## config.mk

```make
export PLATFORM = sky130hd
export DESIGN_NAME = timer_bank
export DESIGN_NICKNAME = d
export VERILOG_FILES = /design/src/rtl/timer_bank.sv
export SDC_FILE = /design/constraint.sdc
export NUM_CORES = 1
export LEC_CHECK = 0
export ABC_AREA = 1
export BUFFER_PORTS_ARGS = -buffer_cell sky130_fd_sc_hd__buf_4
export CORE_UTILIZATION = 58
export CTS_CLUSTER_DIAMETER = 30
export DETAILED_ROUTE_END_ITERATION = 12
export PLACE_DENSITY = 0.78
export SLEW_MARGIN = 30
export SYNTH_ARGS = -nofsm -noshare
export SYNTH_HDL_FRONTEND = slang
export SYNTH_SLANG_ARGS = --single-unit
export TNS_END_PERCENT = 20
```

## constraint.sdc

```tcl
create_clock -name clk -period 9 [get_ports clk]
set_input_delay 0 -clock clk [delete_from_list [all_inputs] [get_ports clk]]
set_output_delay 0 -clock clk [all_outputs]
set_load 0.02 [all_outputs]
```

## src/rtl/timer_bank.sv

```systemverilog
// timer_bank: NCH-channel memory-mapped timer. Each channel has a prescaler,
// an up-counter, a compare register and one-shot/periodic mode. Match flags are
// sticky W1C bits in STATUS; irq is the OR of STATUS masked by IRQ_EN.
// Optional input capture is built when TIMER_BANK_CAPTURE_EN is defined.
module timer_bank #(
  parameter int NCH   = 4,
  parameter int WIDTH = 32,
  parameter int PRE_W = 8
) (
  input  logic             clk,
  input  logic             rst,
  input  logic             we,
  input  logic [5:0]       addr,
  input  logic [31:0]      wdata,
  output logic [31:0]      rdata,
  input  logic [NCH-1:0]   cap_in,
  output logic [NCH-1:0]   flag,
  output logic             irq
);

  localparam logic [15:0] CH_MASK = 16'((17'd1 << NCH) - 17'd1);
`ifdef TIMER_BANK_CAPTURE_EN
  localparam logic [15:0] ST_MASK = CH_MASK | (CH_MASK << 8);
`else
  localparam logic [15:0] ST_MASK = CH_MASK;
`endif

  logic [NCH-1:0]   en_r;
  logic [NCH-1:0]   per_r;
  logic [PRE_W-1:0] pre_r     [NCH];
  logic [PRE_W-1:0] presc_r   [NCH];
  logic [WIDTH-1:0] count_r   [NCH];
  logic [WIDTH-1:0] compare_r [NCH];
  logic [15:0]      status_r;
  logic [15:0]      irq_en_r;

  logic             chan_sel_s;
  logic [1:0]       reg_s;
  logic [NCH-1:0]   hit_s;
  logic [NCH-1:0]   wr_ctrl_s;
  logic [NCH-1:0]   wr_count_s;
  logic [NCH-1:0]   wr_cmp_s;
  logic [NCH-1:0]   tick_s;
  logic [NCH-1:0]   match_s;
  logic [NCH-1:0]   cap_edge_s;
  logic [15:0]      set_s;
  logic [15:0]      clr_s;
  logic [31:0]      chan_word_s [NCH];
  logic             unused_s;

  // Bits that only matter for some parameter/feature combinations
  assign unused_s = ^{wdata[31:16], cap_in};

  assign reg_s      = addr[1:0];
  assign chan_sel_s = (addr[5] == 1'b0) && ({29'd0, addr[4:2]} < 32'(NCH));

  // Decode per-channel selects, write strobes and tick/match events
  always_comb begin
    hit_s      = '0;
    wr_ctrl_s  = '0;
    wr_count_s = '0;
    wr_cmp_s   = '0;
    tick_s     = '0;
    match_s    = '0;
    for (int n = 0; n < NCH; n++) begin
      hit_s[n]      = chan_sel_s && (addr[4:2] == 3'(n));
      wr_ctrl_s[n]  = we && hit_s[n] && (reg_s == 2'd0);
      wr_count_s[n] = we && hit_s[n] && (reg_s == 2'd1);
      wr_cmp_s[n]   = we && hit_s[n] && (reg_s == 2'd2);
      tick_s[n]     = en_r[n] && (presc_r[n] == pre_r[n]);
      match_s[n]    = tick_s[n] && (count_r[n] == compare_r[n]);
    end
  end

  // Channel state: software writes take priority over tick/match updates
  always_ff @(posedge clk or posedge rst) begin
    if (rst) begin
      en_r  <= '0;
      per_r <= '0;
      for (int n = 0; n < NCH; n++) begin
        pre_r[n]     <= '0;
        presc_r[n]   <= '0;
        count_r[n]   <= '0;
        compare_r[n] <= '1;
      end
    end else begin
      for (int n = 0; n < NCH; n++) begin
        if (wr_ctrl_s[n]) begin
          en_r[n]  <= wdata[0];
          per_r[n] <= wdata[1];
          pre_r[n] <= wdata[8 +: PRE_W];
        end else if (match_s[n] && !per_r[n]) begin
          en_r[n] <= 1'b0;
        end
        if (wr_ctrl_s[n] || wr_count_s[n] || tick_s[n]) begin
          presc_r[n] <= '0;
        end else if (en_r[n]) begin
          presc_r[n] <= presc_r[n] + PRE_W'(1);
        end
        if (wr_count_s[n]) begin
          count_r[n] <= wdata[WIDTH-1:0];
        end else if (match_s[n] && per_r[n]) begin
          count_r[n] <= '0;
        end else if (tick_s[n] && !match_s[n]) begin
          count_r[n] <= count_r[n] + WIDTH'(1);
        end
        if (wr_cmp_s[n]) begin
          compare_r[n] <= wdata[WIDTH-1:0];
        end
      end
    end
  end

`ifdef TIMER_BANK_CAPTURE_EN
  logic [NCH-1:0]   sync1_r;
  logic [NCH-1:0]   sync2_r;
  logic [NCH-1:0]   sync3_r;
  logic [WIDTH-1:0] capture_r [NCH];

  // Two-flop synchronizer plus a delay flop for rising-edge detection
  always_ff @(posedge clk or posedge rst) begin
    if (rst) begin
      sync1_r <= '0;
      sync2_r <= '0;
      sync3_r <= '0;
    end else begin
      sync1_r <= cap_in;
      sync2_r <= sync1_r;
      sync3_r <= sync2_r;
    end
  end

  assign cap_edge_s = sync2_r & ~sync3_r;

  // Snapshot COUNT on a detected capture edge, independent of EN
  always_ff @(posedge clk or posedge rst) begin
    if (rst) begin
      for (int n = 0; n < NCH; n++) begin
        capture_r[n] <= '0;
      end
    end else begin
      for (int n = 0; n < NCH; n++) begin
        if (cap_edge_s[n]) begin
          capture_r[n] <= count_r[n];
        end
      end
    end
  end
`else
  assign cap_edge_s = '0;
`endif

  // Hardware set and W1C clear requests for STATUS
  always_comb begin
    set_s = 16'd0;
    set_s[NCH-1:0] = match_s;
`ifdef TIMER_BANK_CAPTURE_EN
    set_s[8 +: NCH] = cap_edge_s;
`endif
    if (we && (addr == 6'h20)) begin
      clr_s = wdata[15:0];
    end else begin
      clr_s = 16'd0;
    end
  end

  // STATUS (set beats clear) and IRQ_EN; unimplemented bits stay 0
  always_ff @(posedge clk or posedge rst) begin
    if (rst) begin
      status_r <= 16'd0;
      irq_en_r <= 16'd0;
    end else begin
      status_r <= ((status_r & ~clr_s) | set_s) & ST_MASK;
      if (we && (addr == 6'h21)) begin
        irq_en_r <= wdata[15:0] & ST_MASK;
      end
    end
  end

  // Assemble each channel's word for the currently addressed register
  always_comb begin
    for (int n = 0; n < NCH; n++) begin
      chan_word_s[n] = 32'd0;
      case (reg_s)
        2'd0: begin
          chan_word_s[n][0]          = en_r[n];
          chan_word_s[n][1]          = per_r[n];
          chan_word_s[n][8 +: PRE_W] = pre_r[n];
        end
        2'd1:    chan_word_s[n] = 32'(count_r[n]);
        2'd2:    chan_word_s[n] = 32'(compare_r[n]);
`ifdef TIMER_BANK_CAPTURE_EN
        default: chan_word_s[n] = 32'(capture_r[n]);
`else
        default: chan_word_s[n] = 32'd0;
`endif
      endcase
    end
  end

  // Combinational read mux; unmapped addresses read 0
  always_comb begin
    case (addr)
      6'h20:   rdata = {16'd0, status_r};
      6'h21:   rdata = {16'd0, irq_en_r};
      default: begin
        rdata = 32'd0;
        for (int n = 0; n < NCH; n++) begin
          rdata = rdata | (chan_word_s[n] & {32{hit_s[n]}});
        end
      end
    endcase
  end

  assign flag = status_r[NCH-1:0];
  assign irq  = |(status_r & irq_en_r);

endmodule
```

### Word level (Yosys, flattened, before mapping)

Index checks and enable logic that the tools add are counted.

* output and inout bits: 37
* memories kept: 0
* latch bits: 0
* flip-flop bits (word level): 336
* memory bits (writable): 0
* ROM bits: 0
* logic and storage cells: 182
* input bits: 45

* reduce and logical (&&, ||, !) cells: 74
* divide/modulo/power cells: 0
* mux-type cells: 46
* multipliers: 0
* shifts and indexed selects: 0
* $add $sub $neg: 8
* eq/ne operators: 15
* magnitude comparators: 1
* bitwise gates (word level): 12

Operators by type and width (count)
* $mux 32: 12
* $add 32x1->32 const B: 4
* $and 32x32->32: 4
* $eq 32x32->1: 4
* $pmux 16 s2: 4
* $or 32x32->32: 3
* $pmux 8 s3: 4
* $mux 8: 8
* $pmux 32 s2: 1
* $pmux 6 s2: 4
* $logic_and 1x1->1: 43
* $add 8x1->8 const B: 4
* $eq 8x8->1: 4
* $pmux 2 s3: 4
* $reduce_bool 2->1: 8
* $reduce_or 16->1: 1
* $eq 6x6->1 const B: 2
* $reduce_bool 3->1: 4
* $and 4x4->4: 2
* $logic_not 1->1: 8
* $logic_or 1x1->1: 8
* $mux 1: 8
* $eq 3x2->1 const B: 2
* $mux 4: 1
* other kinds (9): 9

### Longest topological paths before layout

* depth after elaboration: 8
* gate-level depth with buffers: 15
* depth with buffers taken out: 14

### Worst setup path before layout

OpenSTA, ideal clock, no wires.

* kind: register to register
* start point: register count_r[8] (netlist bit)
* end point: register count_r[0] (netlist bit)
* stages on the path, launching flop included: 12
* period minus slack after synthesis: 1831 ps
* data arrival time: 1714 ps
* required time: 8883 ps
* setup slack: 7169 ps
* buffers on the path: 3
* library setup time: 117 ps
* cell sequence: dfrtp_1 > clkbuf_1 > xnor2_1 > nand2_1 > nor2_1 > nand2_1 > nor2_1 > nand4_2 > buf_4 > clkbuf_1 > nand4_1 > nand2_1

* cells in the longest elaborated chain, start to end: 5
* elaborated cells on any way between the ends: 8
* those cells by class: 1 x eq/ne; 2 x mux; 5 x reduce/logical

RTL lines
* from (decl): RTL line 32 `logic [WIDTH-1:0] count_r [NCH];`
* from (signal, indexed assignment): RTL line 101 `count_r[n] <= wdata[WIDTH-1:0];`
* from (signal, indexed assignment): RTL line 105 `count_r[n] <= count_r[n] + WIDTH'(1);`
* $eq 32x32->1 *: RTL line 71 `match_s[n] = tick_s[n] && (count_r[n] == compare_r[n]);`
* $logic_and 1x1->1 *: RTL line 71
* $logic_and 1x1->1 or $logic_not 1->1 (tied branches): RTL line 102, 104
* $mux 32 or $logic_and 1x1->1 (tied branches): RTL line 102, 104
* $mux 32 or $reduce_bool 3->1 (tied branches)

Every way passes the cells marked *; elsewhere a longest branch is shown, timed or not.
A chain may end at the register's enable or synchronous reset.

### Final worst setup path

* start point: register count_r[28] (netlist bit)
* end point: register count_r[15] (netlist bit)

Same word-level chain as after synthesis.

==> impl_results.md <==
- Kind of critical path: flop to flop
- Adder-cell share of the synthesized area: 0.00626
- Main combinational cell family by area after synthesis: simple AND/OR/NAND/NOR gates
- Initial core utilization: 0.588
- Final Slew Violations: 0
- Clock Latency Late Sink: 630 ps
- TritonCTS clock tree: built
- Commonest non-fill, non-tap cells in the layout: nand2_1, inv_1, nand3_1
- Fin nets: 3758
- DPL Wire Length: 66000 µm
- Setup crit start kind: flop
- Multiplexer share of the synthesized area: 0
- RSZ-0062 raised after global routing: false
- Tot Pwr: 0.00669 W
- Distinct cell type count after synthesis: 45
- LEAKAGE: 13.2 nW
- Placed Cells: 4110
- Drt via density: 5.93
- Maximum vdd drop: 0.000202 V
- Post-route ant nets: 0
- Xor/xnor share of the synthesized area: 0.0701
- Die area: 42200 µm²
- Pin count of the biggest net entering global routing: 72
- Max clock buf depth: 3
- Worst EP arrival: 3770 ps
- CTS H-Tree Depth: 3
- Compound-gate portion of the synthesized area: 0.0907
- Area grow syn2layout: 17.9%
- Synthesized flop and latch total: 336
- First DRT Iteration DRCs: 3400
- Vias: 25500
- Highest clock rate: 305 MHz
- Die width: 205 µm
- Clk sinks: 336
- Period utilization: 0.365
- FP Rows: 74
- Worst-path fanout max: 26
- Final Cell Area: 28300 µm²
- # diodes: 0
- Ports: 82
- Syn nets: 3710
- Synth async-reset ratio: 1.00
- Synth Flop Type: dfrtp_1
- Post-CTS sizing: 0
- CP required: 9490 ps
- Fin. Hold Viols: 0
- Worst clock skew: 34.9 ps
- Gate Count Post-Synth: 3653
- Fin cells: 4308
- Postcts setup bufs: 0
- CTS buffer count: 87
- Commonest non-fill, non-tap cell in the layout: nand2_1
- First-pass GRT wire length: 138000 µm
- Per-cell routed wire length: 21.4 µm
- Crit path time final: 3280 ps
- CORE AREA: 40800 µm²
- Pwr Density: 236 nW/µm²
- Final setup viols: 0
- Iteration count of the initial detailed-routing pass: 7
- Status: finished clean
- Drt drc: 0
- Placed Area: 24700 µm²
- Die Y: 205 µm
- EDFF count, synth: 0
- Initial antenna violation count: 1
- CP endpoint kind: flop
- Max-Cap Viols: 0
- TNS Setup: 0 ps
- Seq/Total Area, Yosys: 0.357
- Worst relative slew slack: 0.350
- Slew @ Worst Pin: 969 ps
- Yosys warns: 0
- Tot GR Track Use: 0.438
- Share of post-route cells with drive strength above 1: 0.118
- Cell area after synthesis: 24000 µm²
- Number of global-route vias before repair: 23900
- Post-Synth Simple-Gate Area: 0.385
- CTS Hold Bufs: 34
- Synth Area per Inst: 6.57 µm²
- Port bufs: 77
- Hold Path Class: input port to async pin
- Root Driver: clkbuf_16
- Clock transition at path regs: 40 ps
- Routed WL: 92300 µm
- Total gr overflow: 0
- GP Congestion: 1.02
routing by layer:
layer  track usage  part of all wire  up-vias
li1              -                 -    11900
met1         0.550              0.37    11800
met2         0.661              0.43     1491
met3         0.124              0.12      313
met4         0.279             0.067        0
met5             0                 0        -
worst max-delay path, stage by stage (launching register included):
cell     delay (ps)
dfrtp_1         450
inv_1           130
nand2_1          60
nand2_1         180
nand2_1         100
nor2_1          180
nand2_1          70
nor2_1          260
nand2_2         260
nand2_2         470
buf_4           330
nand3_4         360
nand2_1         200
nand2_1          80
through the flow:
stage / hold slack (ps) / utilization / setup slack [ps]
2_1_floorplan: 121 / - / 4610
3_3_place_gp: 150 / 0.605 / 5620
3_5_place_dp: 151 / 0.605 / 5560
4_1_cts: 57.4 / 0.693 / 5840
5_1_grt: 103 / 0.693 / 5630
6_report: 62.6 / 0.693 / 5720
logic make-up (layout without fill, tap and decap cells):
family | after synthesis | count (layout)
AO/OA/AOI/OAI | 371 | 371
AND/OR/NAND/NOR | 2192 | 2192
flip-flops | 336 | 336
adder cells (fa/ha/maj) | 12 | 12
buffers and inverters | 550 | 673
XOR/XNOR | 192 | 192
state kept, by name (all words and copies together) (netlist names):
register	flops
pre_r	32
count_r	128
compare_r	128
status_r	4
en_r	4
presc_r	32
per_r	4
irq_en_r	4
synth_stat cells, drive strengths merged (47+ instances only):
master	n	area share
buf	81	0.018
o22ai	47	0.012
xor2	94	0.034
dfrtp	208	0.22
nor3	67	0.016
nand3	308	0.065
nor2	218	0.036
xnor2	98	0.036
inv	365	0.057
dfstp	128	0.14
o21ai	237	0.049
nand4	132	0.035
clkbuf	100	0.016
nand2	1452	0.23
power by group:
part           leakage [nW]  total, W  internal (W)  switching, W
clock network          1.57   0.00343       0.00241       0.00102
registers              4.09   0.00209       0.00180      0.000292
logic                  7.54   0.00117      0.000425      0.000748
worst paths after layout:
check	slack, ps	end	start	depth (start not counted)
min in group clk	80	irq_en_r[1]	addr[4]	6
max in group asynchronous	6940	pre_r[13]	rst	5
worst max-delay path	5720	count_r[15]	count_r[28]	13
worst min register to register	480	pre_r[13]	pre_r[13]	2
worst min-delay path	60	presc_r[18]	rst	3
worst max register to register	5720	count_r[15]	count_r[28]	13
area by class of cell:
| cell class | instances | area, µm² |
|---|---|---|
| fillers | 3466 | 12500 |
| multi-input cells | 2767 | 13300 |
| flip-flops and latches | 336 | 8570 |
| clock buffers | 108 | 2480 |
| clock inverters | 56 | 769 |
| repair buffers | 140 | 1140 |
| inverters | 369 | 1390 |
| well taps | 532 | 666 |
Power figures use the tool's default switching activity.
